===== src/rtl/pipe_pkg.sv =====
// pipe_pkg: shared types for the elastic pipeline register.
// State encoding doubles as the occupancy count.
package pipe_pkg;

  localparam int PIPE_CNT_W = 2;

  typedef enum logic [PIPE_CNT_W-1:0] {
    EMPTY = 2'd0,
    BUSY  = 2'd1,
    FULL  = 2'd2
  } pipe_state_t;

endpackage


===== src/rtl/pipe_skid_reg_dffre_sync.sv =====
// dffre_sync: enable register, synchronous active-high
// reset to RESET_VAL.
module dffre_sync #(
  parameter int                 WIDTH     = 32,
  parameter logic [WIDTH-1:0]   RESET_VAL = '0
) (
  input  logic             clk,
  input  logic             rst,
  input  logic             en,
  input  logic [WIDTH-1:0] d,
  output logic [WIDTH-1:0] q
);

  always_ff @(posedge clk) begin
    if (rst) begin
      q <= RESET_VAL;
    end else if (en) begin
      q <= d;
    end
  end

endmodule


===== src/rtl/pipe_skid_reg.sv =====
// pipe_skid_reg: two-entry skid buffer, registered in_ready.
// Optional flush port under PIPE_SKID_FLUSH_EN.
module pipe_skid_reg
  import pipe_pkg::*;
#(
  parameter int               WIDTH     = 32,
  parameter logic [WIDTH-1:0] RESET_VAL = {WIDTH{1'b0}}
) (
  input  logic                  clk,
  input  logic                  rst,
  input  logic                  in_valid,
  output logic                  in_ready,
  input  logic [WIDTH-1:0]      in_data,
  output logic                  out_valid,
  input  logic                  out_ready,
  output logic [WIDTH-1:0]      out_data,
  output logic [PIPE_CNT_W-1:0] count
`ifdef PIPE_SKID_FLUSH_EN
  ,
  input  logic                  flush
`endif
);

  pipe_state_t      state_q;
  pipe_state_t      state_n;
  logic             in_ready_q;
  logic             main_en;
  logic             skid_en;
  logic [WIDTH-1:0] main_d;
  logic [WIDTH-1:0] main_q;
  logic [WIDTH-1:0] skid_q;
  logic             in_fire;
  logic             out_fire;
  logic             do_flush;

`ifdef PIPE_SKID_FLUSH_EN
  assign do_flush = flush;
`else
  assign do_flush = 1'b0;
`endif

  assign in_ready  = in_ready_q;
  assign out_valid = (state_q != EMPTY);
  assign out_data  = main_q;
  assign count     = state_q;
  assign in_fire   = in_valid & in_ready_q;
  assign out_fire  = out_valid & out_ready;

  always_comb begin
    state_n = state_q;
    main_en = 1'b0;
    skid_en = 1'b0;
    main_d  = in_data;
    case (state_q)
      EMPTY: begin
        if (in_fire) begin
          state_n = BUSY;
          main_en = 1'b1;
        end
      end
      BUSY: begin
        if (in_fire && !out_fire) begin
          state_n = FULL;
          skid_en = 1'b1;
        end else if (out_fire && !in_fire) begin
          state_n = EMPTY;
        end else if (in_fire && out_fire) begin
          main_en = 1'b1;
        end
      end
      FULL: begin
        if (out_fire) begin
          state_n = BUSY;
          main_en = 1'b1;
          main_d  = skid_q;
        end
      end
      default: state_n = EMPTY;
    endcase
    // Flush drops held beats and any concurrent accept
    if (do_flush) begin
      state_n = EMPTY;
      main_en = 1'b0;
      skid_en = 1'b0;
    end
  end

  always_ff @(posedge clk) begin
    if (rst) begin
      state_q    <= EMPTY;
      in_ready_q <= 1'b1;
    end else begin
      state_q    <= state_n;
      in_ready_q <= (state_n != FULL);
    end
  end

  dffre_sync #(
    .WIDTH     (WIDTH),
    .RESET_VAL (RESET_VAL)
  ) u_main (
    .clk (clk),
    .rst (rst),
    .en  (main_en),
    .d   (main_d),
    .q   (main_q)
  );

  dffre_sync #(
    .WIDTH     (WIDTH),
    .RESET_VAL (RESET_VAL)
  ) u_skid (
    .clk (clk),
    .rst (rst),
    .en  (skid_en),
    .d   (in_data),
    .q   (skid_q)
  );

endmodule


===== config.mk =====
export PLATFORM = sky130hd
export DESIGN_NAME = pipe_skid_reg
export DESIGN_NICKNAME = d
export VERILOG_FILES = /design/src/rtl/pipe_pkg.sv /design/src/rtl/pipe_skid_reg_dffre_sync.sv /design/src/rtl/pipe_skid_reg.sv
export SDC_FILE = /design/constraint.sdc
export NUM_CORES = 1
export LEC_CHECK = 0
export ABC_AREA = 1
export BUFFER_PORTS_ARGS = -buffer_cell sky130_fd_sc_hd__buf_2
export CAP_MARGIN = 10
export CORE_MARGIN = 3
export CORE_UTILIZATION = 40
export DETAILED_ROUTE_END_ITERATION = 12
export SYNTH_ARGS = -nofsm -noshare
export SYNTH_HDL_FRONTEND = slang
export SYNTH_SLANG_ARGS = --single-unit

===== constraint.sdc =====
create_clock -name clk -period 3.55 [get_ports clk]
set_input_delay 0.355 -clock clk [delete_from_list [all_inputs] [get_ports clk]]
set_output_delay 0.355 -clock clk [all_outputs]
set_load 0.02 [all_outputs]

== After elaboration in Yosys (flattened, before gate mapping) ==
Index checks and enable logic that the tools add are counted.

* Bits in registers: 67
* Bits of input ports: 36
* Output and inout bits: 36
* Word-level logic and storage cells: 31

* Eq/ne operators: 3
* Mux-type cells: 15
* Bitwise logic cells: 2
* Reductions and logical operators: 7

{| class="wikitable"
|+ Operators with widths
! kind !! number
|-
| $mux W32 || 2
|-
| $mux W2 || 4
|-
| $mux W1 || 7
|-
| $pmux W2 S3 || 1
|-
| $logic_and A1 B1 Y1 || 3
|-
| $pmux W1 S3 || 1
|-
| $and A1 B1 Y1 || 2
|-
| $eq A2 B1 Y1 const B || 1
|-
| $eq A2 B2 Y1 const B || 1
|-
| $logic_not A1 Y1 || 2
|-
| $logic_not A2 Y1 || 1
|-
| $ne A2 B2 Y1 const B || 1
|-
| $reduce_bool A2 Y1 || 1
|}

== Longest topological paths before layout ==
* Depth after elaboration: 7
* Depth in mapped cells: 9
* Depth with buffers taken out: 6

== By module ==
Synthesis repeated with hierarchy kept, for this count alone.

* Cells, all modules: 536
* Area, all modules: 3318.2 sq um

{| class="wikitable"
|+ By module, submodules not included
! module !! times used !! cells an instance !! area each (sq um) !! sequential area each (sq um)
|-
| dffre_sync || 2 || 203 || 1338.8 || 640.6
|-
| pipe_skid_reg || 1 || 130 || 640.6 || 60.1
|}

== Worst setup path after synthesis ==
No wires, ideal clock.

* Path kind: reg2reg
* From: reg state_q[1] (netlist: count[1])
* To: reg u_main.q[0]
* Library setup time: 0.113 ns
* Data arrival time: 1.223 ns
* Data required time: 3.437 ns
* Setup slack: 2.214 ns
* Cell stages (with the launch flop): 8
* Buffers on the path: 2
* Clock period less this slack: 1.336 ns
* Cells stage by stage: dfxtp_1 -> inv_2 -> nand2_1 -> nand3_1 -> buf_4 -> buf_2 -> nor2_1 -> nor2_1

* Longest elaborated chain between the ends: 7
* Elaborated cells between the ends (all ways): 16
* Those cells by class: eq/ne (2); mux (7); bitwise (1); reduce/logical (6)

{| class="wikitable"
|+ RTL lines
! what !! RTL line !! source
|-
| from (decl) || pipe_skid_reg.sv:24 || <nowiki>pipe_state_t state_q;</nowiki>
|-
| from (signal assigned) || pipe_skid_reg.sv:93 || <nowiki>state_q <= state_n;</nowiki>
|-
| $reduce_bool A2 Y1 || pipe_skid_reg.sv:43 || <nowiki>assign out_valid = (state_q != EMPTY);</nowiki>
|-
| $and A1 B1 Y1 || pipe_skid_reg.sv:47 || <nowiki>assign out_fire = out_valid & out_ready;</nowiki>
|-
| $logic_and A1 B1 Y1 || pipe_skid_reg.sv:67 || <nowiki>end else if (in_fire && out_fire) begin</nowiki>
|-
| $mux W1 || pipe_skid_reg.sv:67 ||
|-
| $mux W1 || pipe_skid_reg.sv:65 || <nowiki>end else if (out_fire && !in_fire) begin</nowiki>
|-
| $mux W1 || pipe_skid_reg.sv:62 || <nowiki>if (in_fire && !out_fire) begin</nowiki>
|-
| $pmux W1 S3 || pipe_skid_reg.sv:54 || <nowiki>case (state_q)</nowiki>
|-
| to (signal assigned) || pipe_skid_reg_dffre_sync.sv:16 || <nowiki>q <= RESET_VAL;</nowiki>
|-
| to (signal assigned) || pipe_skid_reg_dffre_sync.sv:18 || <nowiki>q <= d;</nowiki>
|-
| to (decl) || pipe_skid_reg_dffre_sync.sv:11 || <nowiki>output logic [WIDTH-1:0] q</nowiki>
|}

Several ways; a longest one is shown, not always the timed one.
A chain may end at the register's enable or synchronous reset.

== Worst setup path after layout ==
* From: reg state_q[0] (netlist: count[0])
* To: reg u_skid.q[7]

* Longest elaborated chain between the ends: 6
* Elaborated cells between the ends (all ways): 7
* Those cells by class: eq/ne (1); mux (2); bitwise (1); reduce/logical (3)

{| class="wikitable"
|+ RTL lines
! what !! RTL line
|-
| $reduce_bool A2 Y1 || pipe_skid_reg.sv:43
|-
| $and A1 B1 Y1 || pipe_skid_reg.sv:47
|-
| $logic_not A1 Y1 || pipe_skid_reg.sv:62
|-
| $logic_and A1 B1 Y1 || pipe_skid_reg.sv:62
|-
| $mux W1 || pipe_skid_reg.sv:62
|-
| $mux W1 (*) || pipe_skid_reg.sv:54
|-
| to (signal assigned) || pipe_skid_reg_dffre_sync.sv:16
|-
| to (signal assigned) || pipe_skid_reg_dffre_sync.sv:18
|-
| to (decl) || pipe_skid_reg_dffre_sync.sv:11
|}

Mark *: on every way between the ends. The rest lies on a longest branch, timed or not.

==> summary.txt <==
Setup path
  – Crit. Startpoint: count[0]
  – Reg2Reg Depth: 7
  – CP cell instances: inv_2 > nor2_4 > buf_4 > nand2_1 > buf_4 > nand2_1 > a21oi_1
  – Crit path largest cell delay: about 0.44 ns
  – Critical Path AT: 2.17 ns
  – R2r setup slk: ~1.6 ns
  – Crit. End Element: flop
  – Worst r2r src: count[0]
  – CP startpoint kind: flop
  – Critical R2R Capture: u_skid.q[7]
  – CP max stage cell: dfxtp_1
  – Worst setup path end: u_skid.q[7]
  – CP Max Fanout: 34
  – Worst endpoint required time: 3.74 ns
  – CP Class: flop to flop

Clock tree
  – Cts repair resizes: 0
  – CTS clock-pin slew for the worst setup and hold paths: 0.09 ns
  – CTS sink cnt: 67
  – Worst-case clock buffer depth: 2
  – Setup Buffers After CTS: 0
  – Num CTS Buffers: 9
  – CTS tree: done
  – CTS root buffer: clkbuf_8
  – Clock Latency Late Sink: approximately 0.35 ns
  – H-tree level count: 3
  – Cts hold-fix bufs: 0

Route
  – Drt initial violations: 205
  – Vias: a little under 3k
  – Final wirelength: 7.90 mm
  – Antenna Nets Post-Route: 0
  – DRC Markers: 0
  – Routed len/inst: roughly 12 um
  – Avg Vias per Cell: 4.70
  – Drt first pass iters: 4

Pwr
  – Lkg Pwr: about 1.8 nW
  – Worst IR Drop VDD: ~0.19 mV
  – Sw Pwr: around 0.52 mW
  – Switching share of total power: between 20 and 30%
  – Clock Power Share: 39.7%
  – Pwr/cell area: 502 nW/um^2
  – Cell-internal power: around 1.3 mW
  – Power share of the combinational group: around 16%
  – Seq pwr share: around 45%

Placed design
  – Dpl ws: 1.52 ns
  – PortBufs: between 70 and 80
  – Hpwl dp: approximately 5.0 mm
  – Placed Instance Area: approximately 3400 um^2
  – Cell count after placement: a little over 600
  – Final Wtd Congestion: 0.799

Layout
  – Final Instance Area: roughly 3600 um^2
  – Share of cells above drive strength 1: between 10% and 20%
  – Area Growth Syn to Fin: 19.4%
  – Final Non-Filler Cells: 632
  – Filler cells: roughly 790
  – N_diodes: 0
  – Layout Nets: 564

Die
  – Rows: 31
  – Die Y: between 90 and 100 um
  – Core area: about 7300 um^2
  – Ports placed on the boundary: between 70 and 80
  – Initial Util: 41.6%
  – DIE AREA: slightly below 9000 um^2
  – Die width: 93.4 um

Synthesis
  – Ranking of synthesized cells by area: dfxtp_1 (44%), nand2_1 (20%), nand3_1 (11%), nor2_1 (8.0%), a21oi_1 (5.6%)
  – Sequential area share after synthesis: around 44%
  – Average size of a mapped cell: between 6 and 7 um^2
  – Mapped Cells: about 470
  – Most area-hungry cell type in the Yosys netlist: dfxtp_1
  – Synthesized flop and latch total: 67
  – Mapped Nets: slightly above 500
  – Mapped Area: slightly above 3000 um^2
  – Post-synthesis cell type count: 13
  – Top cell type's share of synthesized area: ~44%
  – Synth warn: 0

Timing
  – RSZ-0062 raised after global routing: false
  – Max Freq: between 500 and 600 MHz
  – Slew HR: roughly 27%
  – Worst slew pin tran: approximately 1.1 ns
  – Final number of max-transition violations: 0
  – Final worst-path cycle share: 55.6%
  – Setup_tns: 0 ns
  – Post-Route Skew: between 0.01 and 0.015 ns
  – Post-route minimum period: about 2.0 ns
  – # setup viols final: 0
  – Final-report hold violation count: 0
  – Setup slack after layout: 1.58 ns

Global routing
  – Initial antenna violation count: 0
  – Number of global-route vias before repair: 2718
  – Largest net degree at the start of global routing: 36
  – Gr usage total: between 10% and 20%
  – Global-route wire length before repair: between 10 and 15 mm
  – GR Overflow Total: 0

Job
  – Maxcap violations: 0

Min path
  – Hold Crit Class: primary input to flop

Status
  – Outcome: complete, no violations
## layer usage
metal / GRT usage, % / up-vias / routed length (um)
met1: 25.1 / 1306 / 3710
met3: 4.34 / 9 / 506
met2: 29.1 / 82 / 3580
li1: - / 1571 / -
met5: 0 / - / 0
met4: 7.45 / 0 / 96
## logic make-up (layout without fill, tap and decap cells)
logic type | count (synthesis) | in the layout | share of synthesized area, %
DFF | 67 | 67 | 43.9
AOI/OAI and AO/OA | 35 | 35 | 5.74
and+or+nand+nor | 300 | 300 | 40.1
buffers and inverters | 70 | 131 | 10.2
## worst max-delay path, delay by kind of cell (launching register included)
| kind | cells | cell delay (ns) |
|---|---|---|
| AOI/OAI and AO/OA | 1 | 0.06 |
| DFF | 1 | 0.44 |
| buffers and inverters | 3 | 0.76 |
| and+or+nand+nor | 3 | 0.55 |
## power by group through the flow
stage | Sequential, mW | Combinational, mW | Clock [mW]
floorplan | 0.879 | 0.155 | 0
global placement | 0.834 | 0.286 | 0
detailed placement | 0.835 | 0.288 | 0
CTS | 0.818 | 0.290 | 0.733
global route | 0.824 | 0.323 | 0.776
finish | 0.817 | 0.286 | 0.726
## stage by stage
step | utilization (%) | power, mW | hold slack [ns]
after floorplan | - | 1.03 | 0.441
after global placement | 46.6 | 1.12 | 0.449
after detailed placement | 46.6 | 1.12 | 0.455
after CTS | 49.7 | 1.84 | 0.289
after global routing | 49.7 | 1.92 | 0.289
final | 49.7 | 1.83 | 0.295
## layout by cell type, fill, tap and decap left out
master,count
a21oi_1,34
buf_2,71
buf_4,7
bufinv_16,2
clkbuf_8,10
clkinv_2,1
clkinv_4,1
clkinvlp_4,2
dfxtp_1,67
inv_1,34
inv_2,3
nand2_1,166
nand3_1,66
nand3_2,1
nor2_1,64
nor2_2,1
nor2_4,2
o21ai_1,1
## worst min-delay path by stage
stage,cells after the start,to,from
detailed placement,2,u_skid.q[30],u_skid.q[30]
global placement,2,u_skid.q[11],u_skid.q[11]
floorplan,2,u_skid.q[10],u_skid.q[10]
finish,3,u_skid.q[20],in_data[20]
global route,3,u_skid.q[16],in_data[16]
CTS,3,u_skid.q[27],in_data[27]
## synth_stat cells
| library cell | n |
|---|---|
| a21oi_1 | 34 |
| buf_2 | 18 |
| buf_4 | 3 |
| buf_6 | 2 |
| clkbuf_1 | 10 |
| dfxtp_1 | 67 |
| inv_1 | 34 |
| inv_2 | 3 |
| nand2_1 | 166 |
| nand3_1 | 67 |
| nor2_1 | 65 |
| nor2_4 | 2 |
| o21ai_1 | 1 |
## cell type report
cell class,count,area [um^2],area share [%]
Multi-Input combinational cell,335,1410,38.6
Sequential cell,67,1340,36.8
Timing Repair Buffer,78,408,11.2
Inverter,37,139,3.81
Clock buffer,10,138,3.77
Tap cell,99,124,3.40
Clock inverter,6,88.8,2.44
## sequential cells by signal, indices dropped and copies added (netlist names)
name / flops
u_skid.q: 32
u_main.q: 32
count: 2
in_ready: 1
Power figures use the tool's default switching activity.
